<file path="config.mk">
export PLATFORM = sky130hd
export DESIGN_NAME = opb_register_bank_simulink2ppc
export DESIGN_NICKNAME = d
export VERILOG_FILES = /design/src/rtl/opb_register_bank_simulink2ppc.sv
export SDC_FILE = /design/constraint.sdc
export NUM_CORES = 1
export LEC_CHECK = 0
export CORE_MARGIN = 1.5
export CORE_UTILIZATION = 25
export DETAILED_ROUTE_END_ITERATION = 10
export MAX_ROUTING_LAYER = met4
export PLACE_DENSITY_LB_ADDON = 0.15
export SYNTH_ARGS = -nofsm -noshare
export SYNTH_HDL_FRONTEND = slang
export SYNTH_SLANG_ARGS = --single-unit
</file>
<file path="constraint.sdc">
create_clock -name OPB_Clk -period 6 [get_ports OPB_Clk]
set_input_delay 0.9 -clock OPB_Clk [delete_from_list [all_inputs] [get_ports OPB_Clk]]
set_output_delay 0.9 -clock OPB_Clk [all_outputs]
set_load 0.05 [all_outputs]
</file>
<file path="src/rtl/opb_register_bank_simulink2ppc.sv">
// opb_register_bank_simulink2ppc: OPB bank of C_NUM_CH captured user words with new/overflow flags and freeze.
// Define OPB_REG_BANK_ERRACK_EN to flag RO/reserved writes and out-of-range accesses with Sl_errAck.
module opb_register_bank_simulink2ppc #(
    parameter logic [31:0] C_BASEADDR   = 32'h01024100,
    parameter logic [31:0] C_HIGHADDR   = 32'h010241FF,
    parameter int          C_OPB_AWIDTH = 32,
    parameter int          C_OPB_DWIDTH = 32,
    parameter int          C_NUM_CH     = 4,
    parameter int          C_DATA_WIDTH = 32,
    parameter int          C_SIGN_EXT   = 0
) (
    input  logic                             OPB_Clk,
    input  logic                             OPB_Rst,
    input  logic [0:C_OPB_AWIDTH-1]          OPB_ABus,
    input  logic [0:C_OPB_DWIDTH/8-1]        OPB_BE,
    input  logic [0:C_OPB_DWIDTH-1]          OPB_DBus,
    input  logic                             OPB_RNW,
    input  logic                             OPB_select,
    input  logic                             OPB_seqAddr,
    output logic [0:C_OPB_DWIDTH-1]          Sl_DBus,
    output logic                             Sl_xferAck,
    output logic                             Sl_errAck,
    output logic                             Sl_retry,
    output logic                             Sl_toutSup,
    input  logic [C_NUM_CH*C_DATA_WIDTH-1:0] user_data_in,
    input  logic [C_NUM_CH-1:0]              user_valid,
    output logic                             frozen
);
    typedef enum logic [1:0] {IDLE, ACK, HOLD} state_t;
    state_t state;
    logic freeze;
    logic [C_NUM_CH-1:0] new_q, ovf_q, rd_clr;
    logic [C_DATA_WIDTH-1:0] ch [C_NUM_CH];
    logic [31:0] off, rd_data;
    logic [29:0] word;
    logic in_win, go, rd_go, wr_go, ctrl_wr, clr_ovf, err;
    logic unused_ok;

    function automatic logic [31:0] ext(input logic [C_DATA_WIDTH-1:0] v);
        logic [31:0] r;
        r = '0;
        r[C_DATA_WIDTH-1:0] = v;
        if (C_SIGN_EXT != 0)
            for (int i = C_DATA_WIDTH; i < 32; i++) r[i] = v[C_DATA_WIDTH-1];
        return r;
    endfunction

    always_comb begin
        off     = OPB_ABus - C_BASEADDR;
        word    = off[31:2];
        in_win  = OPB_ABus >= C_BASEADDR && OPB_ABus <= C_HIGHADDR;
        go      = state == IDLE && OPB_select && in_win;
        rd_go   = go && OPB_RNW;
        wr_go   = go && !OPB_RNW;
        ctrl_wr = wr_go && word == 30'd0 && OPB_BE[3];
        clr_ovf = ctrl_wr && OPB_DBus[30];
        rd_data = word == 30'd0 ? {31'd0, freeze} :
                  word == 30'd1 ? (32'(ovf_q) << 16) | 32'(new_q) : 32'd0;
        rd_clr  = '0;
        for (int k = 0; k < C_NUM_CH; k++) begin
            rd_clr[k] = rd_go && word == 30'(4 + k);
            if (word == 30'(4 + k)) rd_data = ext(ch[k]);
        end
`ifdef OPB_REG_BANK_ERRACK_EN
        err = word >= 30'(4 + C_NUM_CH) || (!OPB_RNW && word != 30'd0);
`else
        err = 1'b0;
`endif
    end

    // Read data and flag clears act on the edge that raises the ack, so reads see pre-capture values.
    always_ff @(posedge OPB_Clk or posedge OPB_Rst) begin
        if (OPB_Rst) begin
            state      <= IDLE;
            Sl_xferAck <= 1'b0;
            Sl_errAck  <= 1'b0;
            Sl_DBus    <= '0;
            freeze     <= 1'b0;
            new_q      <= '0;
            ovf_q      <= '0;
            for (int k = 0; k < C_NUM_CH; k++) ch[k] <= '0;
        end else begin
            state      <= go ? ACK : state == ACK ? HOLD : (state == HOLD && !OPB_select) ? IDLE : state;
            Sl_xferAck <= go;
            Sl_errAck  <= go && err;
            Sl_DBus    <= (rd_go && !err) ? rd_data : '0;
            if (ctrl_wr) freeze <= OPB_DBus[31];
            for (int k = 0; k < C_NUM_CH; k++) begin
                if (user_valid[k] && !freeze) ch[k] <= user_data_in[k*C_DATA_WIDTH +: C_DATA_WIDTH];
                new_q[k] <= (user_valid[k] && !freeze) || (new_q[k] && !rd_clr[k]);
                ovf_q[k] <= (user_valid[k] && (freeze || new_q[k])) || (ovf_q[k] && !clr_ovf);
            end
        end
    end

    assign Sl_retry   = 1'b0;
    assign Sl_toutSup = 1'b0;
    assign frozen     = freeze;
    assign unused_ok  = &{1'b0, OPB_seqAddr, OPB_BE[0:2], OPB_DBus[0:29], off[1:0]};
endmodule

</file>
==> results of run 1 <==
## metal layers
metal	global-route usage	routed length, um	up-vias
met5	-	0	-
met4	0.0387	195	0
met3	0.0479	1570	13
met2	0.248	11400	175
met1	0.192	10700	2824
li1	-	-	2547
## critical path, cell delays in order
cell and delay [ps]:
clkdlybuf4s50_1 660, nor3b_1 220, nand4b_1 170, nor3_1 630
nand3_2 890, o31ai_1 510, nand2b_1 90
## per-stage QoR
step	utilization	setup WS, ps	instances	hold slack (ps)	power, W
6_report	0.354	2240	1185	504	0.00279
5_1_grt	0.354	1920	1185	519	0.00292
4_1_cts	0.353	2230	1181	507	0.00283
3_5_place_dp	0.334	1790	1149	491	0.00170
3_3_place_gp	0.334	1840	1149	470	0.00168
2_1_floorplan	-	440	586	451	0.00151
## cell type report
cell class	count	area share
Tap cell	396	0.0454
Clock inverter	14	0.0143
Antenna cell	4	0.000918
Multi-Input combinational cell	367	0.314
Sequential cell	172	0.395
Inverter	6	0.00252
Clock buffer	18	0.0394
Timing Repair Buffer	208	0.189
## power by group through the flow
stage / clock network (W) / registers [W] / logic, W
after floorplan: 0 / 0.00130 / 0.000208
after global placement: 0 / 0.00131 / 0.000374
after detailed placement: 0 / 0.00131 / 0.000382
after CTS: 0.00115 / 0.00129 / 0.000384
after global routing: 0.00121 / 0.00130 / 0.000408
final: 0.00112 / 0.00129 / 0.000375
## how the worst max path moves through the flow
stage | to | slack, ps | cells past startpoint
4_1_cts | new_q[0] | 2230 | 7
3_5_place_dp | new_q[0] | 1790 | 7
6_report | new_q[0] | 2240 | 7
3_3_place_gp | new_q[0] | 1840 | 7
5_1_grt | new_q[0] | 1920 | 7
2_1_floorplan | Sl_DBus[0] | 440 | 1
## cells by family (layout without fill, tap and decap cells)
group                     count (synthesis)  in the layout  synth area share
xor gates and xnor gates                  1              1           0.00206
and+or+nand+nor                          97             97            0.0852
DFF                                     172            172             0.546
buffers and inverters                    47            246            0.0285
muxes                                   163            163             0.234
AOI/OAI and AO/OA                       103            103             0.104
other                                     1              7          0.000475
## sequential cells by signal (all words and copies together) (netlist names)
register / count
new_q: 4
Sl_xferAck: 1
frozen: 1
ch: 128
state: 2
ovf_q: 4
Sl_DBus: 32
## cell usage after synthesis (all sizes together)
cell type  instances  share of area
or4b               1         0.0013
nor4b              1         0.0011
nand3              5         0.0038
o21a               1        0.00095
nor2b              6         0.0048
o211a              1         0.0013
a22oi              8         0.0076
nand2b             6         0.0048
dfrtp            172           0.55
a21o               3         0.0029
a22o               7         0.0078
nor2              14         0.0067
mux2             153           0.22
nand2              8         0.0038
nor3b              2         0.0033
o2111ai            1         0.0011
clkbuf            28          0.013
o221ai             1         0.0011
or4                2         0.0029
xor2               1         0.0021
mux2i              8          0.010
nand4              1        0.00079
nor4               7         0.0082
buf               13          0.012
o21ai             18          0.011
o2bb2ai            1         0.0011
and2               1        0.00079
o21bai             1         0.0024
mux4               2         0.0057
nor3              35          0.035
o41ai              1         0.0011
and3               1        0.00079
a211oi            23          0.035
nand4b             1         0.0011
a21oi              4         0.0025
or3                5         0.0046
conb               1        0.00048
o22ai             24          0.020
inv                6         0.0029
and4bb             1         0.0016
o311ai             1         0.0011
o31ai              5         0.0048
a31oi              2         0.0016
a21boi             1        0.00095
==> impl_metrics.json, run 1 <==
{
  "grt_overflow": 0,
  "portBuffers": 202,
  "yosys_warnings": 0,
  "grt_pass1_vias": 6218,
  "dieArea_um2": 32600,
  "critical_path_class": "input port to flop",
  "tightest_slew_ps": 1160,
  "syn_area_per_cell_um2": 13.5,
  "ir_drop_mv": 0.128,
  "r2r_setup_slack_ps": 2990,
  "htree_levels": 4,
  "multiInputGateArea_um2": 3420,
  "power_frac_comb": 0.135,
  "min_period_ps": 3760,
  "critPathLaunch": "OPB_ABus[7]",
  "switching_power_w": 0.000702,
  "timing.rr.end": "new_q[0]",
  "finalCritPeriodShare": 0.627,
  "power.density_nw_per_um2": 256,
  "hold_viol": 0,
  "io_pins": 242,
  "cts_buffers": 17,
  "cts_hold_repair.buffers": 0,
  "routedWlPerCell_um": 20.1,
  "wl_um": 23900,
  "p_seq_frac": 0.463,
  "hold_start": "ch[43]",
  "synth_area_um2": 7890,
  "min_to": "ch[43]",
  "hp-class": "flop to flop",
  "n_fill_cell": 2955,
  "setup_viol": 0,
  "die_w_um": 181,
  "crit_path_start_kind": "input port",
  "cts_resized": 0,
  "rr_startpoint": "state[0]",
  "fin_skew_ps": 16.0,
  "switching_share": 0.252,
  "slew_violations": 0,
  "synth.distinct_cells": 56,
  "dp_hpwl_um": 16700,
  "p_clk_frac": 0.403,
  "via_count": 5559,
  "hold_depth": 1,
  "place_congestion": 0.905,
  "placed_cell_area_um2": 10300,
  "drive_above_1_share": 0.318,
  "required_ps": 6310,
  "synthToLayoutAreaGrowth_pct": 38.2,
  "cp.arrival_ps": 4080,
  "first_pass_iters": 4,
  "rows": 64,
  "worstSkewPairLatency_ps": 440,
  "post-route-cell-area_um2": 10900,
  "fp.dieH_um": 181,
  "finalSetupTns_ps": 0,
  "crit_fanout": 26,
  "internal_power_w": 0.00209,
  "grt_pass1_wl_um": 37200,
  "clk_path_buf_depth": 2,
  "yosysSeqAreaShare": 0.546,
  "finalNetCount": 977,
  "slew_headroom": 0.227,
  "layout.cells.most_common_list": "clkdlybuf4s50_1 (200), dfrtp_1 (172), mux2_2 (152)",
  "status": "completed",
  "viasPerCell": 4.69,
  "cts_tree": "done",
  "grt_max_degree": 62,
  "cp-end-kind": "flop",
  "maxCapViolCount": 0,
  "rsz0062_at_grt": "no",
  "clock-sinks": 172,
  "synthCells": 584,
  "register_area_um2": 4300,
  "core_area_um2": 30800,
  "max_freq_mhz": 266,
  "cts-root-buf": "clkbuf_16",
  "p_leak_nw": 4.25,
  "clk_pin_slew_worst_paths_ps": 70,
  "antenna_found_initial": 4,
  "rr_worst_depth": 6,
  "postRouteAntennaNets": 0,
  "track_usage": 0.156,
  "layout_commonest_cell": "clkdlybuf4s50_1",
  "cts_setup_buffers": 0,
  "synth-seq-cells": 172,
  "drc": 0,
  "drtIter0Drc": 199,
  "initial_core_util": 0.256
}
(Power assumes the default switching activity.)
==> run 2, diff against run 1 <==
- clock period: 6 -> 3.8 ns (I/O delays scaled with it)
==> impl_metrics.json, run 2 (same netlist as run 1, synthesis figures left out) <==
{
  "fin_skew_ps": 14.1,
  "core_area_um2": 30800,
  "tightest_slew_ps": 960,
  "required_ps": 4090,
  "p_leak_nw": 4.31,
  "layout.cells.most_common_list": "clkdlybuf4s50_1 (200), dfrtp_1 (172), mux2_2 (152)",
  "grt_pass1_vias": 6093,
  "die_w_um": 181,
  "internal_power_w": 0.00331,
  "placed_cell_area_um2": 10400,
  "finalNetCount": 988,
  "wl_um": 23600,
  "fp.dieH_um": 181,
  "crit_fanout": 23,
  "cp.depth": 7,
  "worstSkewPairLatency_ps": 430,
  "cpLargestDelayFamily": "simple AND/OR/NAND/NOR gates",
  "rsz0062_at_grt": "no",
  "wl_met1_um": 10800,
  "grt_overflow": 0,
  "drc": 0,
  "p_clk_frac": 0.403,
  "io_pins": 242,
  "routedWlPerCell_um": 19.8,
  "cts_setup_buffers": 0,
  "cts_tree": "done",
  "synthToLayoutAreaGrowth_pct": 39.5,
  "viasPerCell": 4.68,
  "place_congestion": 0.905,
  "largestRegisters": "ch (128), Sl_DBus (32)",
  "post-route-cell-area_um2": 11000,
  "max_freq_mhz": 349,
  "finalSetupTns_ps": 0,
  "layout_commonest_cell": "clkdlybuf4s50_1",
  "routed.top_layer": "met4",
  "setup_viol": 0,
  "slew_headroom": 0.358,
  "cp-end-kind": "flop",
  "cp.arrival_ps": 3150,
  "clock-sinks": 172,
  "rr_startpoint": "frozen",
  "largest_register": "ch",
  "initial_core_util": 0.256,
  "worstSetupEndpoint": "Sl_DBus[20]",
  "finalPower_w": 0.00442,
  "switching_share": 0.251,
  "portBuffers": 202,
  "drive_above_1_share": 0.327,
  "finalCritPeriodShare": 0.753,
  "dp_hpwl_um": 16900,
  "via_count": 5592,
  "wl_met3_um": 1630,
  "cts_hold_repair.buffers": 0,
  "antenna_found_initial": 2,
  "cts_buffers": 17,
  "r2r_setup_slack_ps": 1720,
  "grt_pass1_wl_um": 36700,
  "grt_max_degree": 82,
  "critical_path_class": "input port to flop",
  "min_period_ps": 2860,
  "route.met2.wl_um": 10900,
  "status": "completed",
  "rows": 64,
  "ir_drop_mv": 0.232,
  "power.density_nw_per_um2": 401,
  "clk_path_buf_depth": 2,
  "timing.rr.end": "ch[82]",
  "power_frac_comb": 0.137,
  "maxCapViolCount": 0,
  "htree_levels": 4,
  "hold_viol": 0,
  "p_seq_frac": 0.461,
  "clk_pin_slew_worst_paths_ps": 70,
  "cp_slowest_cell": "or4b_1",
  "crit_path_start_kind": "input port",
  "rr_worst_depth": 3,
  "path_buf_inv": 1,
  "postRouteAntennaNets": 0,
  "drtIter0Drc": 242,
  "switching_power_w": 0.00111,
  "track_usage": 0.153,
  "cp_cell_sequence": "clkdlybuf4s50_1, or4b_1, nor3b_4, nand3_2, o21bai_4, nor3_2, a211oi_2",
  "cts-root-buf": "clkbuf_16",
  "largest_reg_flops": 128,
  "cts_resized": 0,
  "worst_path_largest_cell_delay_ps": 700,
  "hp-class": "input port to asynchronous set/reset pin",
  "critPathLaunch": "OPB_ABus[22]",
  "first_pass_iters": 4,
  "dieArea_um2": 32600,
  "slew_violations": 0
}
[run 2: area by class of cell]
class | count | area (um2)
fillers | 2969 | 19800
flip-flops and latches | 172 | 4300
multi-input cells | 367 | 3420
repair buffers | 219 | 2160
well taps | 396 | 495
clock buffers | 19 | 433
clock inverters | 13 | 156
inverters | 6 | 26.3
diodes | 2 | 5.00
[run 2: metal layers]
| layer | global-route usage | vias up |
|---|---|---|
| li1 | - | 2567 |
| met1 | 0.195 | 2809 |
| met2 | 0.235 | 199 |
| met3 | 0.0475 | 17 |
| met4 | 0.0363 | 0 |
| met5 | - | - |
[run 2: worst min path at each step]
| stage | startpoint | end | slack, ps | cells past startpoint |
|---|---|---|---|---|
| after floorplan | state[0] | state[1] | 450 | 1 |
| after global placement | state[0] | state[1] | 470 | 1 |
| after detailed placement | state[0] | state[1] | 470 | 1 |
| after CTS | OPB_Rst | ch[36] | 350 | 2 |
| after global routing | OPB_Rst | ch[36] | 360 | 2 |
| final | OPB_Rst | ch[36] | 370 | 2 |
[run 2: worst register-to-register path, delay by kind of cell, from the launching register on]
| family | cells | cell delay (ps) |
|---|---|---|
| AND/OR/NAND/NOR | 1 | 550 |
| flip-flops | 1 | 580 |
| buffers and inverters | 1 | 430 |
| multiplexers | 1 | 390 |
[run 2: power groups by stage]
| stage | clock, W | sequential [W] | combinational [W] |
|---|---|---|---|
| 6_report | 0.00178 | 0.00204 | 0.000604 |
| 3_5_place_dp | 0 | 0.00207 | 0.000612 |
| 5_1_grt | 0.00191 | 0.00206 | 0.000651 |
| 2_1_floorplan | 0 | 0.00205 | 0.000328 |
| 4_1_cts | 0.00184 | 0.00204 | 0.000615 |
| 3_3_place_gp | 0 | 0.00207 | 0.000602 |
[run 2: per-stage QoR]
stage	util	worst slack (ps)	cells	hold slack, ps
2_1_floorplan	-	1030	586	451
3_3_place_gp	0.338	488	1160	473
6_report	0.357	938	1194	371
4_1_cts	0.357	905	1192	352
5_1_grt	0.357	787	1194	359
3_5_place_dp	0.338	444	1160	470
